File: src/rtl/chip_top_wrapper.sv
// JTAG test access port: 16-state TAP controller, instruction register and
// BYPASS / IDCODE / USER data registers, all clocked from TCK.
module chip_top_wrapper #(
    parameter int                    IR_WIDTH     = 5,
    parameter logic [31:0]           IDCODE_VALUE = 32'h1234_5093,
    parameter int                    USER_WIDTH   = 5,
    parameter logic [USER_WIDTH-1:0] USER_RESET   = 5'h1F
) (
    input  logic                  TCK,
    input  logic                  TRST,
    input  logic                  TMS,
    input  logic                  TDI,
    output logic                  TDO,
    output logic [USER_WIDTH-1:0] USER_DR_OUT
);

    typedef enum logic [3:0] {
        TLR, RTI,
        SEL_DR, CAP_DR, SH_DR, EX1_DR, PAU_DR, EX2_DR, UPD_DR,
        SEL_IR, CAP_IR, SH_IR, EX1_IR, PAU_IR, EX2_IR, UPD_IR
    } tap_state_e;

    typedef enum logic [1:0] {SEL_BYPASS, SEL_IDCODE, SEL_USER} dr_sel_e;

    localparam logic [IR_WIDTH-1:0] OP_IDCODE = IR_WIDTH'(1);
    localparam logic [IR_WIDTH-1:0] OP_USER   = IR_WIDTH'(2);

    tap_state_e            state;
    logic [IR_WIDTH-1:0]   ir;
    logic [IR_WIDTH-1:0]   ir_sr;
    logic                  bypass_sr;
    logic [31:0]           id_sr;
    logic [USER_WIDTH-1:0] user_sr;
    logic [USER_WIDTH-1:0] user_q;
    dr_sel_e               dr_sel;
    logic                  tdo_nxt;

    function automatic tap_state_e next_state(input tap_state_e s, input logic tms);
        case (s)
            TLR:     return tms ? TLR    : RTI;
            RTI:     return tms ? SEL_DR : RTI;
            SEL_DR:  return tms ? SEL_IR : CAP_DR;
            CAP_DR:  return tms ? EX1_DR : SH_DR;
            SH_DR:   return tms ? EX1_DR : SH_DR;
            EX1_DR:  return tms ? UPD_DR : PAU_DR;
            PAU_DR:  return tms ? EX2_DR : PAU_DR;
            EX2_DR:  return tms ? UPD_DR : SH_DR;
            UPD_DR:  return tms ? SEL_DR : RTI;
            SEL_IR:  return tms ? TLR    : CAP_IR;
            CAP_IR:  return tms ? EX1_IR : SH_IR;
            SH_IR:   return tms ? EX1_IR : SH_IR;
            EX1_IR:  return tms ? UPD_IR : PAU_IR;
            PAU_IR:  return tms ? EX2_IR : PAU_IR;
            EX2_IR:  return tms ? UPD_IR : SH_IR;
            UPD_IR:  return tms ? SEL_DR : RTI;
            default: return TLR;
        endcase
    endfunction

    // Unknown opcodes fall back to BYPASS so TDI->TDO always has a path.
    always_comb begin
        dr_sel = SEL_BYPASS;
        if (ir == OP_IDCODE)
            dr_sel = SEL_IDCODE;
        else if (ir == OP_USER)
            dr_sel = SEL_USER;
    end

    always_ff @(posedge TCK) begin
        if (TRST) begin
            state     <= TLR;
            ir        <= OP_IDCODE;
            ir_sr     <= OP_IDCODE;
            bypass_sr <= 1'b0;
            id_sr     <= '0;
            user_sr   <= USER_RESET;
            user_q    <= USER_RESET;
        end else begin
            state <= next_state(state, TMS);
            case (state)
                CAP_IR: ir_sr <= OP_IDCODE;
                SH_IR:  ir_sr <= {TDI, ir_sr[IR_WIDTH-1:1]};
                UPD_IR: ir    <= ir_sr;
                CAP_DR: begin
                    case (dr_sel)
                        SEL_IDCODE: id_sr     <= IDCODE_VALUE;
                        SEL_USER:   user_sr   <= user_q;
                        default:    bypass_sr <= 1'b0;
                    endcase
                end
                SH_DR: begin
                    case (dr_sel)
                        SEL_IDCODE: id_sr     <= {TDI, id_sr[31:1]};
                        SEL_USER:   user_sr   <= {TDI, user_sr[USER_WIDTH-1:1]};
                        default:    bypass_sr <= TDI;
                    endcase
                end
                UPD_DR: if (dr_sel == SEL_USER) user_q <= user_sr;
                default: ;
            endcase
            // Entering (or sitting in) TLR restores reset values; placed last so it wins.
            if (next_state(state, TMS) == TLR) begin
                ir     <= OP_IDCODE;
                user_q <= USER_RESET;
            end
        end
    end

    always_comb begin
        tdo_nxt = 1'b0;
        if (state == SH_IR)
            tdo_nxt = ir_sr[0];
        else if (state == SH_DR) begin
            case (dr_sel)
                SEL_IDCODE: tdo_nxt = id_sr[0];
                SEL_USER:   tdo_nxt = user_sr[0];
                default:    tdo_nxt = bypass_sr;
            endcase
        end
    end

    always_ff @(negedge TCK) TDO <= tdo_nxt;

    assign USER_DR_OUT = user_q;

endmodule

File: config.mk
export PLATFORM = sky130hd
export DESIGN_NAME = chip_top_wrapper
export DESIGN_NICKNAME = d
export VERILOG_FILES = /design/src/rtl/chip_top_wrapper.sv
export SDC_FILE = /design/constraint.sdc
export NUM_CORES = 1
export LEC_CHECK = 0
export BUFFER_PORTS_ARGS = -buffer_cell sky130_fd_sc_hd__buf_4
export CORE_AREA = 2 2 106 97
export DETAILED_ROUTE_END_ITERATION = 8
export DIE_AREA = 0 0 108 99
export PLACE_DENSITY = 0.49
export SETUP_SLACK_MARGIN = 0.02
export SYNTH_ARGS = -nofsm -noshare
export SYNTH_HDL_FRONTEND = slang
export SYNTH_SLANG_ARGS = --single-unit
File: constraint.sdc
create_clock -name TCK -period 2.1 [get_ports TCK]
set_input_delay 0.21 -clock TCK [delete_from_list [all_inputs] [get_ports TCK]]
set_output_delay 0.21 -clock TCK [all_outputs]
set_load 0.05 [all_outputs]
* Word-level counts from Yosys, hierarchy flattened
Cells that the tools add are included.
Widths: inputs -> output; s select.
** Cells by class
- Equal/unequal tests :: 25
- Mux-type cells :: 29
- Reductions and logical operators :: 13
** Operator list (number)
- $mux 32 :: 2
- $pmux 32 s2 :: 1
- $pmux 4 s12 :: 1
- $eq 4x4->1 const B :: 8
- $mux 4 :: 5
- $pmux 5 s2 :: 2
- $eq 4x3->1 const B :: 4
- $mux 2 :: 5
- $mux 5 :: 2
- $ne 2x2->1 const B :: 5
- $reduce_and 3->1 :: 3
- $eq 4x2->1 const B :: 2
- $logic_not 4->1 :: 2
- $reduce_or 2->1 :: 4
- $mux 1 :: 7
- $mux 3 :: 2
- $eq 5x1->1 const B :: 1
- $eq 5x2->1 const B :: 1
- $eq 4x1->1 const B :: 1
- $pmux 1 s2 :: 2
- $reduce_bool 2->1 :: 2
- $reduce_or 3->1 :: 1
- $eq 2x1->1 const B :: 1
- $eq 2x2->1 const B :: 1
- 2 further kinds :: 2
** Word-level totals
- Bits in registers :: 58
- Bits of input ports :: 4
- Output and inout bits :: 6
- Logic and storage cells :: 75

* Longest topological paths before layout
- Depth after elaboration :: 7
- Gate-level depth with buffers :: 7
- Gate-level depth less buffers :: 4

==> impl_summary.txt <==
----------------------------------------------------
[Synth]
  Post-synth cell types ... 41
  Dominant cell by count in the synthesized netlist ... sky130_fd_sc_hd__dfxtp_1
  Portion of synthesized cell area occupied by the leading cell type ... 0.494
  Number of enable-type register cells in the synthesized netlist ... 0
  Cell types with the largest area share after synthesis ... sky130_fd_sc_hd__dfxtp_1 (49%), sky130_fd_sc_hd__mux2i_1 (7.2%), sky130_fd_sc_hd__nor2_1 (7.0%), sky130_fd_sc_hd__a22oi_1 (6.7%), sky130_fd_sc_hd__o22ai_1 (2.9%)
  Synth warnings ... 0
  Xor and xnor fraction of the mapped netlist area ... 0.00373
  Share of synthesized flip-flops with an asynchronous set or reset ... 0
  Post-synthesis area per instance ... around 9.4 um^2
  Yosys reg bits ... 58
  Mux contribution to synthesized area ... 0.0724
  Synthesized instance count ... 251
  Post-synthesis compound-gate area fraction ... 0.208
  Adder-cell share of the synthesized area ... 0
  Main combinational cell family by area after synthesis ... compound AO/OA/AOI/OAI gates
  Most frequently used flop master after synthesis ... sky130_fd_sc_hd__dfxtp_1
  Biggest area consumer among synthesized cells ... sky130_fd_sc_hd__dfxtp_1
  Simple-gate share of the synthesized area ... 0.167
  Sequential area share after synthesis ... 0.494
  Synth top cells by count ... sky130_fd_sc_hd__dfxtp_1 (58), sky130_fd_sc_hd__nor2_1 (44), sky130_fd_sc_hd__a22oi_1 (21)
  Post-synth design cell area ... 0.00235 mm^2
  Synthesized Nets ... between 200 and 300

[Floorplanning]
  Number of rows created at floorplan ... 34
  Core Box Area ... 0.00957 mm^2
  Number of top-level design ports ... 10
  Total Die Area ... ~0.011 mm^2
  Floorplan die height ... 99 um
  Die width ... 108 um
  Initial core utilization ... 0.245

[GRT]
  Vias in the first global route ... approximately 1700
  Largest net degree at the start of global routing ... 50
  Gr usage total ... 0.101
  Global-route wire length before repair ... 8390 um
  Global route total overflow ... 0
  Number of antenna violations at the first check in global routing ... 0

[STA]
  Setup repair after global routing missed its margin ... true
  Final number of setup-violating endpoints ... 2
  Max-slew headroom ... 0.655
  Pins Over Slew Limit ... 0
  Hold_ws ... 172 ps
  Number of hold-slack violations in the final timing report ... 0
  Clk_skew ... around 44 ps
  Actual slew at the worst max-slew pin ... 517 ps
  Summed negative setup slack over all endpoints ... -107 ps
  Worst-case setup margin in the final layout ... -83.7 ps

[Clock network]
  Worst-Skew Late Latency ... 360 ps
  Clk sinks ... 58
  Clock transition at path regs ... roughly 70 ps
  Buffer levels on the longest clock path ... 2
  TritonCTS clock tree ... done
  TritonCTS buffer count ... 9
  Root Buffer Master ... sky130_fd_sc_hd__clkbuf_8
  Number of H-tree branching levels ... 3

[Finish]
  Layout area overhead ... 21.8%
  Fraction of final layout cells sized beyond drive strength 1 ... 0.209
  # diodes ... 0
  Share of the core filled with cells ... 0.299
  Final instance count without filler cells ... between 400 and 500
  Post-layout net count ... 276
  Filler cells ... 1025

[Worst setup path]
  CP Max Fanout ... 3
  CP max stage delay ... 330 ps
  Worst setup EP type ... flop
  CP Data Required Time ... 1300 ps
  Top cell by count, worst path ... sky130_fd_sc_hd__a22o_1
  Arrival time at the worst endpoint ... 1390 ps
  Number of cell instances on the worst register-to-register path ... 4
  Critical path startpoint category ... flop
  Ordered list of cells on the worst path ... nor2b_4, a22o_1, a22o_1, a32o_1
  Category of the most critical setup path ... flop to flop
  Slowest CP cell ... sky130_fd_sc_hd__dfxtp_2

[Run status]
  Run status ... finished with violations
  Failing checks ... setup timing

[Power and ir drop]
  Clock network fraction of design power ... 0.441
  Peak VDD IR ... 0.557 mV
  Seq pwr share ... 0.481
  Power density over cell area ... 830 mW/mm^2
  Static leakage ... about 1.1 nW
  Part of the power in combinational logic ... 0.078
  Net switching power figure ... 0.560 mW
  Internal power ... 1.82 mW
  Switching share of total power ... 0.236

[Placement]
  Placed wire-length estimate ... 3130 um
  Count of buffers inserted at the top-level ports ... 9
  Number of cells after detailed placement ... 387
  Final RePlAce weighted congestion ... 0.754

[Detailed routing]
  DRT iter0 DRCs ... 126
  Detailed Routing Iterations Pass 1 ... 4
  DRC Markers ... 0
  Average vias per placed instance ... between 4 and 5
  Post-DR wirelength/cell ... 12.4 um
  Total via count in the routed design ... approximately 1900
  DRT Wirelength ... between 4000 and 5000 um
  Post-route ant nets ... 0

[Hold path]
  Hold-critical path depth ... 3
  Path class of the lowest-slack min-delay path ... primary input to flop

[Flow run]
  Max Cap Viol ... 0

----------------------------------------------------
## routing by layer
| metal | vias up | track usage | wire (um) | part of all wire |
|---|---|---|---|---|
| met1 | 879 | 0.137 | 2560 | 0.51 |
| met3 | 7 | 0.0225 | 155 | 0.031 |
| met4 | 0 | 0.0592 | 101 | 0.020 |
| met2 | 26 | 0.146 | 2180 | 0.44 |
| met5 | - | 0 | 0 | 0 |
| li1 | 947 | - | - | - |
## per-stage QoR
step / area [um^2] / setup WS, ps / power [mW]
after CTS: 2860 / -92.5 / 2.42
after global placement: 2630 / -158 / 1.36
after floorplan: 2360 / -168 / 1.31
after detailed placement: 2630 / -175 / 1.36
after global routing: 2860 / -123 / 2.49
final: 2860 / -83.7 / 2.38
## critical path, delay by kind of cell, from the launching register on
family / cells / cell delay, ps
flip-flops: 1 / 330
AND/OR/NAND/NOR: 1 / 130
AO/OA/AOI/OAI: 3 / 610
## what timing repair did
item / CTS / global route
resized for setup: 7 / 0
endpoints found under the setup margin: 2 / 2
pin swaps: 2 / 0
hold buffers: 0 / 0
setup buffers: 0 / 0
## logic make-up (layout without fill, tap and decap cells)
group                  after synthesis  in the layout
AND/OR/NAND/NOR                     82             82
AO/OA/AOI/OAI                       69             69
flip-flops                          58             58
buffers and inverters               24             50
multiplexers                        17             17
XOR/XNOR                             1              1
## power by group through the flow
stage                     Sequential [mW]  Combinational, mW  Clock [mW]
final                                1.14              0.186        1.05
after floorplan                      1.16              0.140     0.00596
after global placement               1.17              0.186     0.00596
after CTS                            1.14              0.188        1.09
after detailed placement             1.17              0.187     0.00596
after global routing                 1.14              0.207        1.14
## sequential cells by signal, summed over array words and instances, names as in the netlist
signal	cells
TDO	1
bypass_sr	1
USER_DR_OUT	5
user_sr	5
id_sr	32
ir	5
ir_sr	5
state	4
## final cells by class
class,count,area [um^2],area share
flip-flops and latches,58,1160,0.407
multi-input cells,169,1090,0.380
repair buffers,30,233,0.0813
well taps,126,158,0.0551
clock buffers,12,155,0.0542
clock inverters,5,53.8,0.0188
inverters,3,11.3,0.00394
## path summary, 6_finish.rpt
path	startpoint	slack [ps]	endpoint
worst max register to register	ir[1]	-80	TDO
worst min register to register	id_sr[31]	460	id_sr[31]
worst max-delay path	ir[1]	-80	TDO
worst min-delay path	TDI	170	ir_sr[4]
## cell usage in the layout (no fill, tap or decap), types with 3 or more instances in the layout
cell type                  netlist  final
sky130_fd_sc_hd__clkbuf_8        0     11
sky130_fd_sc_hd__a21oi_1        11     11
sky130_fd_sc_hd__a22oi_1        21     21
sky130_fd_sc_hd__nor2b_1         5      3
sky130_fd_sc_hd__nor2_1         44     44
sky130_fd_sc_hd__dfxtp_1        58     55
sky130_fd_sc_hd__o21ai_0         5      4
sky130_fd_sc_hd__mux2i_1        17     17
sky130_fd_sc_hd__buf_4           0     28
sky130_fd_sc_hd__o22ai_1        11     11
sky130_fd_sc_hd__nand2_1        14     14
sky130_fd_sc_hd__dfxtp_2         0      3
sky130_fd_sc_hd__a211o_1         5      5
sky130_fd_sc_hd__nand3_1         7      7
sky130_fd_sc_hd__inv_1           4      4
No activity file was read; power rests on OpenSTA's default activity.
